**config.mk**
```make
export PLATFORM = sky130hd
export DESIGN_NAME = alu_issue_flat
export DESIGN_NICKNAME = d
export VERILOG_FILES = /design/src/rtl/alu_issue_if.sv /design/src/rtl/alu_issue.sv /design/src/flat_wrapper.sv
export SDC_FILE = /design/constraint.sdc
export NUM_CORES = 1
export LEC_CHECK = 0
export ABC_AREA = 0
export ABC_CLOCK_PERIOD_IN_PS = 1220
export CORE_ASPECT_RATIO = 2
export CORE_MARGIN = 1.5
export CORE_UTILIZATION = 33
export CTS_BUF_LIST = sky130_fd_sc_hd__clkbuf_4 sky130_fd_sc_hd__clkbuf_8 sky130_fd_sc_hd__clkbuf_16
export DETAILED_ROUTE_END_ITERATION = 12
export MAX_ROUTING_LAYER = met4
export PLACE_DENSITY = 0.76
export SYNTH_ARGS = -nofsm -noshare
export SYNTH_HDL_FRONTEND = slang
export SYNTH_SLANG_ARGS = --single-unit
```
**constraint.sdc**
```tcl
create_clock -name clk -period 1.22 [get_ports clk]
set_input_delay 0.183 -clock clk [delete_from_list [all_inputs] [get_ports clk]]
set_output_delay 0.183 -clock clk [all_outputs]
set_load 0.02 [all_outputs]
```
**src/rtl/alu_issue_if.sv**
```systemverilog
// alu_issue_if: upstream instruction handshake and downstream ALU issue bus for alu_issue.
interface alu_issue_if #(parameter int XLEN = 32);
    logic            valid_i;
    logic            ready_o;
    logic [6:0]      opcode_i;
    logic [2:0]      funct3_i;
    logic            funct7b5_i;
    logic [XLEN-1:0] rs1_data_i;
    logic [XLEN-1:0] rs2_data_i;
    logic [XLEN-1:0] imm_i;
    logic [XLEN-1:0] pc_i;
    logic            flush_i;
    logic            valid_o;
    logic            ready_i;
    logic [3:0]      ALU_OP_o;
    logic [XLEN-1:0] ALU_RS1_o;
    logic [XLEN-1:0] ALU_RS2_o;
    logic            branch_o;
    logic            br_inv_o;
    logic            illegal_o;
    modport slave (
        input  valid_i, opcode_i, funct3_i, funct7b5_i, rs1_data_i, rs2_data_i, imm_i, pc_i,
               flush_i, ready_i,
        output ready_o, valid_o, ALU_OP_o, ALU_RS1_o, ALU_RS2_o, branch_o, br_inv_o, illegal_o
    );
    modport master (
        output valid_i, opcode_i, funct3_i, funct7b5_i, rs1_data_i, rs2_data_i, imm_i, pc_i,
               flush_i, ready_i,
        input  ready_o, valid_o, ALU_OP_o, ALU_RS1_o, ALU_RS2_o, branch_o, br_inv_o, illegal_o
    );
endinterface

```
**src/rtl/alu_issue.sv**
```systemverilog
// alu_issue: registered RV32I issue stage translating opcode/funct into ALU op and operands.
// Define ALU_ISSUE_SKID_EN for a two-entry skid buffer with a registered ready_o.
module alu_issue #(
    parameter int XLEN = 32
) (
    input logic       clk,
    input logic       rst_n,
    alu_issue_if.slave bus
);
    localparam logic [3:0] OP_AND = 4'b0000, OP_OR = 4'b0001, OP_SUM = 4'b0010, OP_SUB = 4'b1010;
    localparam logic [3:0] OP_SLT = 4'b1110, OP_SLTU = 4'b1111, OP_SLL = 4'b0100;
    localparam logic [3:0] OP_SRL = 4'b0101, OP_SRA = 4'b0111, OP_XOR = 4'b1000, OP_EQUAL = 4'b0011;
    localparam logic [6:0] OPC_OP = 7'b0110011, OPC_OPIMM = 7'b0010011, OPC_LUI = 7'b0110111;
    localparam logic [6:0] OPC_AUIPC = 7'b0010111, OPC_JAL = 7'b1101111, OPC_JALR = 7'b1100111;
    localparam logic [6:0] OPC_LOAD = 7'b0000011, OPC_STORE = 7'b0100011, OPC_BRANCH = 7'b1100011;

    typedef struct packed {
        logic [3:0]      op;
        logic [XLEN-1:0] a;
        logic [XLEN-1:0] b;
        logic            branch;
        logic            br_inv;
        logic            illegal;
    } entry_t;

    entry_t     dec, main_d, main_q;
    logic       valid_d, valid_q, legal, shift, accept;
    logic [3:0] arith_op;

    assign shift = bus.funct3_i[1:0] == 2'b01;

    always_comb begin
        arith_op = OP_AND;
        case (bus.funct3_i)
            3'b000: arith_op = bus.funct7b5_i ? OP_SUB : OP_SUM;
            3'b001: arith_op = OP_SLL;
            3'b010: arith_op = OP_SLT;
            3'b011: arith_op = OP_SLTU;
            3'b100: arith_op = OP_XOR;
            3'b101: arith_op = bus.funct7b5_i ? OP_SRA : OP_SRL;
            3'b110: arith_op = OP_OR;
            default: arith_op = OP_AND;
        endcase
    end

    always_comb begin
        dec   = '0;
        legal = 1'b1;
        case (bus.opcode_i)
            OPC_OP: begin
                dec.op = arith_op;
                dec.a  = bus.rs1_data_i;
                dec.b  = shift ? {{(XLEN-5){1'b0}}, bus.rs2_data_i[4:0]} : bus.rs2_data_i;
                legal  = !bus.funct7b5_i || bus.funct3_i inside {3'b000, 3'b101};
            end
            OPC_OPIMM: begin
                dec.op = (bus.funct3_i == 3'b000) ? OP_SUM : arith_op;
                dec.a  = bus.rs1_data_i;
                dec.b  = shift ? {{(XLEN-5){1'b0}}, bus.imm_i[4:0]} : bus.imm_i;
                legal  = !(bus.funct7b5_i && bus.funct3_i == 3'b001);
            end
            OPC_LUI: begin
                dec.op = OP_SUM;
                dec.b  = bus.imm_i;
            end
            OPC_AUIPC: begin
                dec.op = OP_SUM;
                dec.a  = bus.pc_i;
                dec.b  = bus.imm_i;
            end
            OPC_JAL, OPC_JALR: begin
                dec.op = OP_SUM;
                dec.a  = bus.pc_i;
                dec.b  = XLEN'(4);
            end
            OPC_LOAD, OPC_STORE: begin
                dec.op = OP_SUM;
                dec.a  = bus.rs1_data_i;
                dec.b  = bus.imm_i;
            end
            OPC_BRANCH: begin
                // 1xx maps to GE/GEU/SLT/SLTU: bit1 selects unsigned, bit0 inverts to GE
                dec.op     = bus.funct3_i[2] ? {2'b11, !bus.funct3_i[0], bus.funct3_i[1]} : OP_EQUAL;
                dec.a      = bus.rs1_data_i;
                dec.b      = bus.rs2_data_i;
                dec.branch = 1'b1;
                dec.br_inv = bus.funct3_i == 3'b001;
                legal      = bus.funct3_i[2:1] != 2'b01;
            end
            default: legal = 1'b0;
        endcase
        if (!legal) begin
            dec         = '0;
            dec.illegal = 1'b1;
        end
    end

`ifdef ALU_ISSUE_SKID_EN
    entry_t skid_d, skid_q;
    logic   skid_v_d, skid_v_q, load_main;

    assign bus.ready_o = !skid_v_q;
    assign accept      = bus.valid_i && !skid_v_q;
    assign load_main   = !valid_q || bus.ready_i;

    always_comb begin
        main_d   = main_q;
        skid_d   = skid_q;
        valid_d  = valid_q;
        skid_v_d = skid_v_q;
        if (bus.flush_i) begin
            valid_d  = 1'b0;
            skid_v_d = 1'b0;
        end else if (load_main) begin
            main_d   = skid_v_q ? skid_q : (accept ? dec : main_q);
            valid_d  = skid_v_q || accept;
            skid_v_d = 1'b0;
        end else if (accept) begin
            skid_d   = dec;
            skid_v_d = 1'b1;
        end
    end

    always_ff @(posedge clk or negedge rst_n) begin
        if (!rst_n) begin
            skid_q   <= '0;
            skid_v_q <= 1'b0;
        end else begin
            skid_q   <= skid_d;
            skid_v_q <= skid_v_d;
        end
    end
`else
    assign bus.ready_o = !valid_q || bus.ready_i;
    assign accept      = bus.valid_i && bus.ready_o;

    always_comb begin
        main_d  = accept ? dec : main_q;
        valid_d = bus.flush_i ? 1'b0 : (accept ? 1'b1 : (valid_q && !bus.ready_i));
    end
`endif

    always_ff @(posedge clk or negedge rst_n) begin
        if (!rst_n) begin
            main_q  <= '0;
            valid_q <= 1'b0;
        end else begin
            main_q  <= main_d;
            valid_q <= valid_d;
        end
    end

    assign bus.valid_o   = valid_q;
    assign bus.ALU_OP_o  = main_q.op;
    assign bus.ALU_RS1_o = main_q.a;
    assign bus.ALU_RS2_o = main_q.b;
    assign bus.branch_o  = main_q.branch;
    assign bus.br_inv_o  = main_q.br_inv;
    assign bus.illegal_o = main_q.illegal;
endmodule

```
**src/flat_wrapper.sv**
```systemverilog
// flat-port wrapper written by rule: the top's interface ports become plain ports
module alu_issue_flat 
#(
    parameter int XLEN = 32
)
  (clk, rst_n, bus_valid_i, bus_opcode_i, bus_funct3_i, bus_funct7b5_i, bus_rs1_data_i, bus_rs2_data_i, bus_imm_i, bus_pc_i, bus_flush_i, bus_ready_i, bus_ready_o, bus_valid_o, bus_ALU_OP_o, bus_ALU_RS1_o, bus_ALU_RS2_o, bus_branch_o, bus_br_inv_o, bus_illegal_o);
  alu_issue_if #(.XLEN(XLEN)) bus_i ();
  input logic clk;
  input logic rst_n;
  input wire logic [$bits(bus_i.valid_i)-1:0] bus_valid_i;
  input wire logic [$bits(bus_i.opcode_i)-1:0] bus_opcode_i;
  input wire logic [$bits(bus_i.funct3_i)-1:0] bus_funct3_i;
  input wire logic [$bits(bus_i.funct7b5_i)-1:0] bus_funct7b5_i;
  input wire logic [$bits(bus_i.rs1_data_i)-1:0] bus_rs1_data_i;
  input wire logic [$bits(bus_i.rs2_data_i)-1:0] bus_rs2_data_i;
  input wire logic [$bits(bus_i.imm_i)-1:0] bus_imm_i;
  input wire logic [$bits(bus_i.pc_i)-1:0] bus_pc_i;
  input wire logic [$bits(bus_i.flush_i)-1:0] bus_flush_i;
  input wire logic [$bits(bus_i.ready_i)-1:0] bus_ready_i;
  output wire logic [$bits(bus_i.ready_o)-1:0] bus_ready_o;
  output wire logic [$bits(bus_i.valid_o)-1:0] bus_valid_o;
  output wire logic [$bits(bus_i.ALU_OP_o)-1:0] bus_ALU_OP_o;
  output wire logic [$bits(bus_i.ALU_RS1_o)-1:0] bus_ALU_RS1_o;
  output wire logic [$bits(bus_i.ALU_RS2_o)-1:0] bus_ALU_RS2_o;
  output wire logic [$bits(bus_i.branch_o)-1:0] bus_branch_o;
  output wire logic [$bits(bus_i.br_inv_o)-1:0] bus_br_inv_o;
  output wire logic [$bits(bus_i.illegal_o)-1:0] bus_illegal_o;
  assign bus_i.valid_i = bus_valid_i;
  assign bus_i.opcode_i = bus_opcode_i;
  assign bus_i.funct3_i = bus_funct3_i;
  assign bus_i.funct7b5_i = bus_funct7b5_i;
  assign bus_i.rs1_data_i = bus_rs1_data_i;
  assign bus_i.rs2_data_i = bus_rs2_data_i;
  assign bus_i.imm_i = bus_imm_i;
  assign bus_i.pc_i = bus_pc_i;
  assign bus_i.flush_i = bus_flush_i;
  assign bus_i.ready_i = bus_ready_i;
  assign bus_ready_o = bus_i.ready_o;
  assign bus_valid_o = bus_i.valid_o;
  assign bus_ALU_OP_o = bus_i.ALU_OP_o;
  assign bus_ALU_RS1_o = bus_i.ALU_RS1_o;
  assign bus_ALU_RS2_o = bus_i.ALU_RS2_o;
  assign bus_branch_o = bus_i.branch_o;
  assign bus_br_inv_o = bus_i.br_inv_o;
  assign bus_illegal_o = bus_i.illegal_o;
  alu_issue #(.XLEN(XLEN)) u_core (.clk(clk), .rst_n(rst_n), .bus(bus_i));
endmodule
```
Word-level counts from Yosys, hierarchy flattened
Index checks and enable logic that the tools add are counted.

word-level totals
  word-level logic and storage cells = 56
  bits in registers = 72
  output and inout bits = 73

operators by class
  mux-type cells = 15
  equality and inequality tests = 17
  reductions and logical operators = 17

operator list
  kind                                                             number
  32-bit case mux with 5 select lines                              1
  71-bit 2-to-1 mux                                                1
  32-bit 2-to-1 mux                                                2
  32-bit case mux with 2 select lines                              1
  4-bit case mux with 7 select lines                               1
  7-bit by 6-bit == test with 1-bit output, second input constant  3
  7-bit == test, second input constant                             3
  4-bit case mux with 4 select lines                               1
  7-bit by 5-bit == test with 1-bit output, second input constant  2
  4-bit 2-to-1 mux                                                 3
  3-bit == test, second input constant                             3
  7-bit by 2-bit == test with 1-bit output, second input constant  1
  3-bit by 2-bit == test with 1-bit output, second input constant  2
  6-bit OR reduction                                               1
  1-bit logical NOT                                                5
  5-bit OR reduction                                               1
  2-bit 2-to-1 mux                                                 2
  1-bit case mux with 4 select lines                               1
  4-bit OR reduction                                               1
  3-bit by 1-bit == test with 1-bit output, second input constant  1
  1-bit logical AND                                                3
  3-bit logical NOT                                                1
  3-bit OR reduction                                               1
  2-bit by 1-bit == test with 1-bit output, second input constant  1
  5 further kinds                                                  7

Longest topological paths before layout
Gate-level depths: netlist of run 1.

  depth after elaboration = 5
  mapped depth = 8
  mapped depth without buffers = 5

Worst setup path before layout of run 1
Ideal clock, no wire load.

  path type = register to register
  start = register u_core.valid_q, in the netlist u_core.bus.valid_o
  end = register u_core.main_q, in the netlist u_core.bus.illegal_o
  setup slack = -0.371 ns
  clock period less this slack = 1.591 ns
  required time = 1.081 ns
  stages on the path, launching flop included = 6
  arrival = 1.453 ns
  cells stage by stage = dfrtp_1 > nand2b_1 > nand2_1 > clkbuf_1 > clkbuf_1 > a21boi_0

between the ends
  longest elaborated chain between the ends = 3

RTL lines
  item                      line                RTL
  start: declaration        alu_issue.sv:27     logic valid_d, valid_q, legal, shift, accept;
  start signal: assignment  alu_issue.sv:149    valid_q <= valid_d;
  1-bit logical NOT         alu_issue.sv:134    assign bus.ready_o = !valid_q || bus.ready_i;
  1-bit logical OR          alu_issue.sv:134
  named net bus_ready_o     flat_wrapper.sv:20  output wire logic [$bits(bus_i.ready_o)-1:0] bus_ready_o;
  1-bit logical AND         alu_issue.sv:135    assign accept = bus.valid_i && bus.ready_o;
  end signal: assignment    alu_issue.sv:148    main_q <= main_d;
  end: declaration          alu_issue.sv:26     entry_t dec, main_d, main_q;

The timed path passes the listed nets, and every way through them passes these cells.
A chain may end at the register's enable or synchronous reset.

Final worst setup path of run 1
  start = register u_core.valid_q, in the netlist u_core.bus.valid_o
  end = register u_core.main_q, in the netlist u_core.bus.ALU_RS1_o[25]

between the ends
  longest elaborated chain between the ends = 3

RTL lines
  item               line
  1-bit logical NOT  alu_issue.sv:134
  1-bit logical OR   alu_issue.sv:134
  1-bit logical AND  alu_issue.sv:135

Every way passes these cells.

==> results.yml, run 1 <==
hold_path:
  hold_class: "input pin to flop"
  min_to: "u_core.bus.br_inv_o"
  min_from: "bus_funct3_i[2]"
  hold_path_depth: 3
floorplan:
  io_pins: 217
  die_h_um: 147.5
  start_util_pct: 33.93
  rows: 52
  die_w_um: 75.23
  core_um2: 10150
  die-area_um2: 11090
setup_path:
  cp_slowest_cell: "dfrtp_2"
  path_class: "flop to flop"
  cp_common_cell: "buf_12"
  required_ps: 1440
  rr_worst_depth: 8
  crit-reg2reg-capture: "u_core.bus.ALU_RS1_o[25]"
  slowest_delay_ps: 420
  end_kind: "flop"
  arrival_ps: 1600
  r2r_slack_ps: -160
  crit_path_start_kind: "flop"
  cp_cell_sequence: "nand2b_4 -> nand2_4 -> buf_6 -> buf_12 -> buf_12 -> buf_16 -> nand2_2 -> o21ai_1"
  path_max_fanout: 5
  crit-reg2reg-launch: "u_core.bus.valid_o"
clocking:
  cts.sinks: 72
  cts_tree: "yes"
  clk_path_buf_depth: 2
  clock-root-buffer: "clkbuf_16"
  clk_latency_ps: 340
  cts.reportedPaths.clkPinSlew_ps: 60
  cts_htree_levels: 3
  cts_buffers: 9
global_routing:
  grt.total_usage_pct: 31.05
  antenna_found_initial: 0
  grt_pass1_vias: 4782
  overflow: 0
  grt_pass1_wl_um: 24440
  grt_max_degree: 73
synth:
  avgSynthCellArea_um2: 9.408
  ys_seq_elements: 72
  syn-cell-area_um2: 3443
  yosysWarnings: 0
  netlist_top_cells_area: "dfrtp_1 52%, a22oi_1 14%, nand2_1 8.2%, o21ai_1 7.1%, o21ai_0 2.9%"
  synth.distinct_cells: 41
  synthesis.nets: 510
  synth_top_area_cell: "dfrtp_1"
  synth_flop_cell: "dfrtp_1"
  yosysSeqAreaShare_pct: 52.33
  synth_edf_count: 0
  synthArstFlopShare_pct: 100.0
  synth_cells: 366
  yosysTopAreaCellShare_pct: 52.33
finish:
  fin_area_um2: 7717
  drive_gt1_share_pct: 52.30
  final_util_pct: 76.04
  synthToLayoutAreaGrowth_pct: 124.1
  fin_cells: 787
  n_antenna_cell: 0
  fin_nets: 791
power_and_ir_drop:
  ir_worst_vdd_mv: 0.6961
  p_per_area_nw_per_um2: 871.4
  p_leak_nw: 3.550
placed_design:
  portBuffers: 216
  dp_hpwl_um: 9152
  placed_cell_area_um2: 6027
  placed_cells: 722
  dp_slack_ps: -981.9
  place_congestion: 0.8261
sta:
  hold_viol: 0
  fin_crit_sh_pct: 113.5
  worst_slew_pin_slew_ps: 406.6
  slew_headroom_pct: 72.89
  timing.final.ws_setup_ps: -164.6
  rsz0062_at_grt: "true"
  setup_viol: 69
  slew_viol_final: 0
  fin_skew_ps: 2.765
  layout_min_cycle_time_ps: 1385
  max_freq_ghz: 0.7222
  fin_tns_setup_ps: -7440
route:
  drc: 0
  drt_iter0_markers: 308
  drt-wirelength-per-cell_um: 22.37
  viasPerCell: 5.544
  dr.pass1.iters: 5
  wl_um: 17610
  dr_total_vias: 4363
  ant_nets: 0
status:
  violations: "setup timing"
  outcome: "finished, violations left"
flow_run:
  maxCapViolations: 0
worst max-delay path by stage:
stage	from	to	slack [ps]
6_report	u_core.bus.valid_o	u_core.bus.ALU_RS1_o[25]	-160
5_1_grt	u_core.bus.valid_o	u_core.bus.ALU_RS1_o[25]	-210
4_1_cts	u_core.bus.valid_o	u_core.bus.ALU_RS2_o[9]	-200
3_5_place_dp	bus_opcode_i[4]	u_core.bus.ALU_RS2_o[23]	-980
3_3_place_gp	bus_opcode_i[4]	u_core.bus.ALU_RS2_o[28]	-860
2_1_floorplan	bus_opcode_i[2]	u_core.bus.ALU_OP_o[1]	-130
worst max-delay path, delay by kind of cell (launching register included):
family,cells,cell delay [ps]
DFF,1,420
buffers and inverters,4,560
AOI/OAI and AO/OA,1,60
and+or+nand+nor,3,210
synth_stat cells (2+ instances only):
cell type	instances
nand2_1	75
buf_6	3
a21oi_2	2
clkbuf_1	8
nand2b_1	6
clkbuf_2	4
o21ai_0	20
nor2b_1	4
o21ai_1	49
a21oi_1	7
buf_2	12
a31oi_1	2
o31ai_1	3
a22oi_1	64
nand3_1	4
nor2_1	3
dfrtp_1	72
inv_1	5
area by class of cell:
cell class	count	area, um2
Timing Repair Buffer	297	3050
Fill cell	643	2432
Multi-Input combinational cell	262	2336
Sequential cell	72	1803
Clock buffer	12	266.5
Tap cell	135	168.9
Clock inverter	4	73.82
Inverter	5	18.77
what timing repair did:
| item | in CTS | in global routing |
|---|---|---|
| gates cloned | 23 | 2 |
| hold buffers | 1 | 0 |
| endpoints found under the setup margin | 144 | 130 |
| buffers inserted | 24 | 8 |
| pin swaps | 75 | 45 |
| gates resized for setup | 349 | 194 |
| endpoints found under the hold margin | 72 | 0 |
where the power goes:
part           internal, W  switching (W)
Combinational     0.000784       0.000552
Clock              0.00196        0.00102
Sequential         0.00240     0.00000949
Total              0.00515        0.00158
state kept, by name (all words and copies together) (netlist names):
name / cells
u_core.bus.ALU_RS1_o: 32
u_core.bus.ALU_RS2_o: 32
u_core.bus.ALU_OP_o: 4
u_core.bus.br_inv_o: 1
u_core.bus.branch_o: 1
u_core.bus.illegal_o: 1
u_core.bus.valid_o: 1
cells in the final DEF, fill, tap and decap left out, types with 2 or more instances in the layout:
cell type / n
a21oi_4: 3
o21ai_2: 59
buf_16: 18
buf_12: 18
a22oi_1: 55
dfrtp_1: 71
buf_6: 13
clkbuf_2: 60
nand3_2: 2
clkdlybuf4s15_2: 5
inv_1: 5
o21ai_0: 2
nand2b_1: 3
clkbuf_16: 10
clkdlybuf4s15_1: 2
clkbuf_8: 3
nand2_4: 42
o21ai_1: 7
o31ai_4: 2
nand3_1: 2
nand2_2: 20
nor2b_2: 2
nand2b_4: 3
bufinv_16: 2
nand2_1: 13
clkdlybuf4s50_1: 131
buf_2: 14
nor2_4: 3
a22oi_2: 10
buf_4: 34
a21oi_1: 6
cells by family after synthesis:
kind of cell              synth area share [%]
AOI/OAI and AO/OA                        29.43
and+or+nand+nor                          13.05
DFF                                      52.33
buffers and inverters                    4.942
xor gates and xnor gates                0.2544
per-layer routing:
metal | part of all wire (%) | GRT usage (%) | vias up
met5 | 0 | - | -
met4 | 6.5 | 20.63 | 0
met3 | 5.5 | 5.181 | 74
met2 | 57 | 56.86 | 228
met1 | 31 | 27.23 | 2147
li1 | - | - | 1914
metrics by stage:
step	hold slack (ps)	total power, W
global route	335.0	0.006935
CTS	291.2	0.006619
finish	309.3	0.006725
floorplan	-112.6	0.002673
detailed placement	223.8	0.003323
global placement	220.1	0.003311
No activity file was read; power rests on OpenSTA's default activity.
==> run 2, diff against run 1 <==
--- a/config.mk
+++ b/config.mk
@@ -7,13 +7,15 @@
 export LEC_CHECK = 0
 export ABC_AREA = 0
 export ABC_CLOCK_PERIOD_IN_PS = 1220
+export CELL_PAD_IN_SITES_DETAIL_PLACEMENT = 1
+export CELL_PAD_IN_SITES_GLOBAL_PLACEMENT = 2
 export CORE_ASPECT_RATIO = 2
 export CORE_MARGIN = 1.5
-export CORE_UTILIZATION = 33
+export CORE_UTILIZATION = 18
 export CTS_BUF_LIST = sky130_fd_sc_hd__clkbuf_4 sky130_fd_sc_hd__clkbuf_8 sky130_fd_sc_hd__clkbuf_16
 export DETAILED_ROUTE_END_ITERATION = 12
 export MAX_ROUTING_LAYER = met4
-export PLACE_DENSITY = 0.76
+export PLACE_DENSITY = 0.86
 export SYNTH_ARGS = -nofsm -noshare
 export SYNTH_HDL_FRONTEND = slang
 export SYNTH_SLANG_ARGS = --single-unit
==> run 2 against run 1 <==
  * The flow still finishes with violations (setup timing)
  * Die area rose by 80%
  * Sequential power barely moved
  * Worst setup slack got worse by 82 ps
  * Design area fell by 1.9%
  * Cell count rose by 15%
  * First-iteration DRC count fell by 59%
  * Critical path type is now input pin to flop
  * Largest cell class unchanged
==> results.yml, run 2 (synthesis gave the netlist of run 1 again) <==
status:
  outcome: "finished, violations left"
  violations: "setup timing"
setup_path:
  required_ps: 1490
  path_class: "input pin to flop"
  end_kind: "flop"
  path_max_fanout: 6
  arrival_ps: 1730
  crit_path_start_kind: "input pin"
sta:
  slew_viol_final: 0
  holdWs_ps: 289.6
  max_freq_ghz: 0.6819
  worst_slew_pin_slew_ps: 330.6
  slew_headroom_pct: 77.96
  fin_skew_ps: 4.504
  hold_viol: 0
  setup_viol: 72
  timing.final.ws_setup_ps: -246.4
  rsz0062_at_grt: "true"
  layout_min_cycle_time_ps: 1466
  fin_crit_sh_pct: 120.2
global_routing:
  antenna_found_initial: 0
  grt_pass1_vias: 4896
  overflow: 0
  grt_pass1_wl_um: 27190
  grt_max_degree: 40
  grt.total_usage_pct: 19.28
route:
  dr.pass1.iters: 4
  wl_met1_um: 6104
  wl_met3_um: 1021
  ant_nets: 0
  drt-wirelength-per-cell_um: 21.41
  viasPerCell: 4.658
  wl_um: 19330
  dr_total_vias: 4206
  drt_iter0_markers: 125
  highest_layer: "met4"
  drc: 0
  wl_met2_um: 11370
clocking:
  cts.sinks: 72
  cts_htree_levels: 3
  clk_latency_ps: 340
  clock-root-buffer: "clkbuf_16"
  cts.reportedPaths.clkPinSlew_ps: 60
  clk_path_buf_depth: 2
  cts_tree: "yes"
  cts_buffers: 9
placed_design:
  place_congestion: 0.7944
  placed_cell_area_um2: 6190
  placed_cells: 844
  dp_hpwl_um: 11710
  portBuffers: 216
floorplan:
  rows: 71
  die_w_um: 100.8
  die-area_um2: 20020
  start_util_pct: 18.37
  die_h_um: 198.6
  core_um2: 18740
  io_pins: 217
flow_run:
  maxCapViolations: 0
finish:
  drive_gt1_share_pct: 44.44
  synthToLayoutAreaGrowth_pct: 119.9
  fin_area_um2: 7574
  layout_commonest_cell: "clkdlybuf4s50_1"
  n_antenna_cell: 0
  final_cell_mix: "131 x clkdlybuf4s50_1, 71 x dfrtp_1, 64 x o21ai_2"
  final_util_pct: 40.40
  fin_cells: 903
  fin_nets: 787
power_and_ir_drop:
  p_per_area_nw_per_um2: 840.2
  p_leak_nw: 3.130
  total_power_w: 0.006363
  ir_worst_vdd_mv: 0.5578
hold_path:
  hold_class: "input pin to async pin"
run 2: final timing paths:
| kind | cells after the start | endpoint | slack (ps) | start |
|---|---|---|---|---|
| min reg2reg | 2 | u_core.bus.ALU_RS1_o[5] | 480 | u_core.bus.ALU_RS1_o[5] |
| max | 10 | u_core.bus.ALU_RS1_o[13] | -250 | bus_opcode_i[2] |
| min | 2 | u_core.bus.ALU_RS1_o[14] | 290 | rst_n |
| min in group clk | 3 | u_core.bus.ALU_OP_o[3] | 310 | bus_funct3_i[2] |
| max reg2reg | 7 | u_core.bus.ALU_RS1_o[13] | -220 | u_core.bus.valid_o |
| max in group asynchronous | 3 | u_core.bus.ALU_RS2_o[7] | 400 | rst_n |
run 2: stage by stage:
stage,setup TNS [ps],setup WS [ps]
finish,-11070,-246.4
global route,-11600,-241.3
CTS,-10780,-326.1
floorplan,-6325,-133.8
global placement,-57930,-873.7
detailed placement,-65990,-1017
run 2: per-layer routing:
| metal | GRT usage, % | vias up |
|---|---|---|
| met4 | 11.01 | 0 |
| met1 | 16.92 | 2080 |
| met5 | - | - |
| met3 | 3.514 | 46 |
| li1 | - | 1890 |
| met2 | 37.16 | 190 |
run 2: where the power goes:
part	internal, W	switching (W)
clock	0.00169	0.00108
sequential	0.00240	0.00000765
combinational	0.000699	0.000486
total	0.00479	0.00158
run 2: critical path, cell delays in order:
cell and delay (ps):
buf_6 100, and4bb_2 320, buf_6 110, buf_4 120, nand2_2 60, a31o_4 270, buf_6 130, buf_12 140
buf_12 150, o21ai_4 140
run 2: layout make-up:
class,instances,area (um2)
fill,2074,11170
tap,255,319.1
multi-input combinational,262,2009
clock inverter,5,55.05
inverter,5,18.77
sequential,72,1803
clock buffer,11,252.7
timing repair buffer,293,3115
run 2: repair_timing:
action | in CTS | in global routing
setup buffers | 19 | 13
endpoints found under the setup margin | 143 | 100
hold endpoints to repair | 15 | 0
hold buffers | 1 | 0
gates resized for setup | 388 | 55
pin swaps | 63 | 19
cloned | 16 | 3
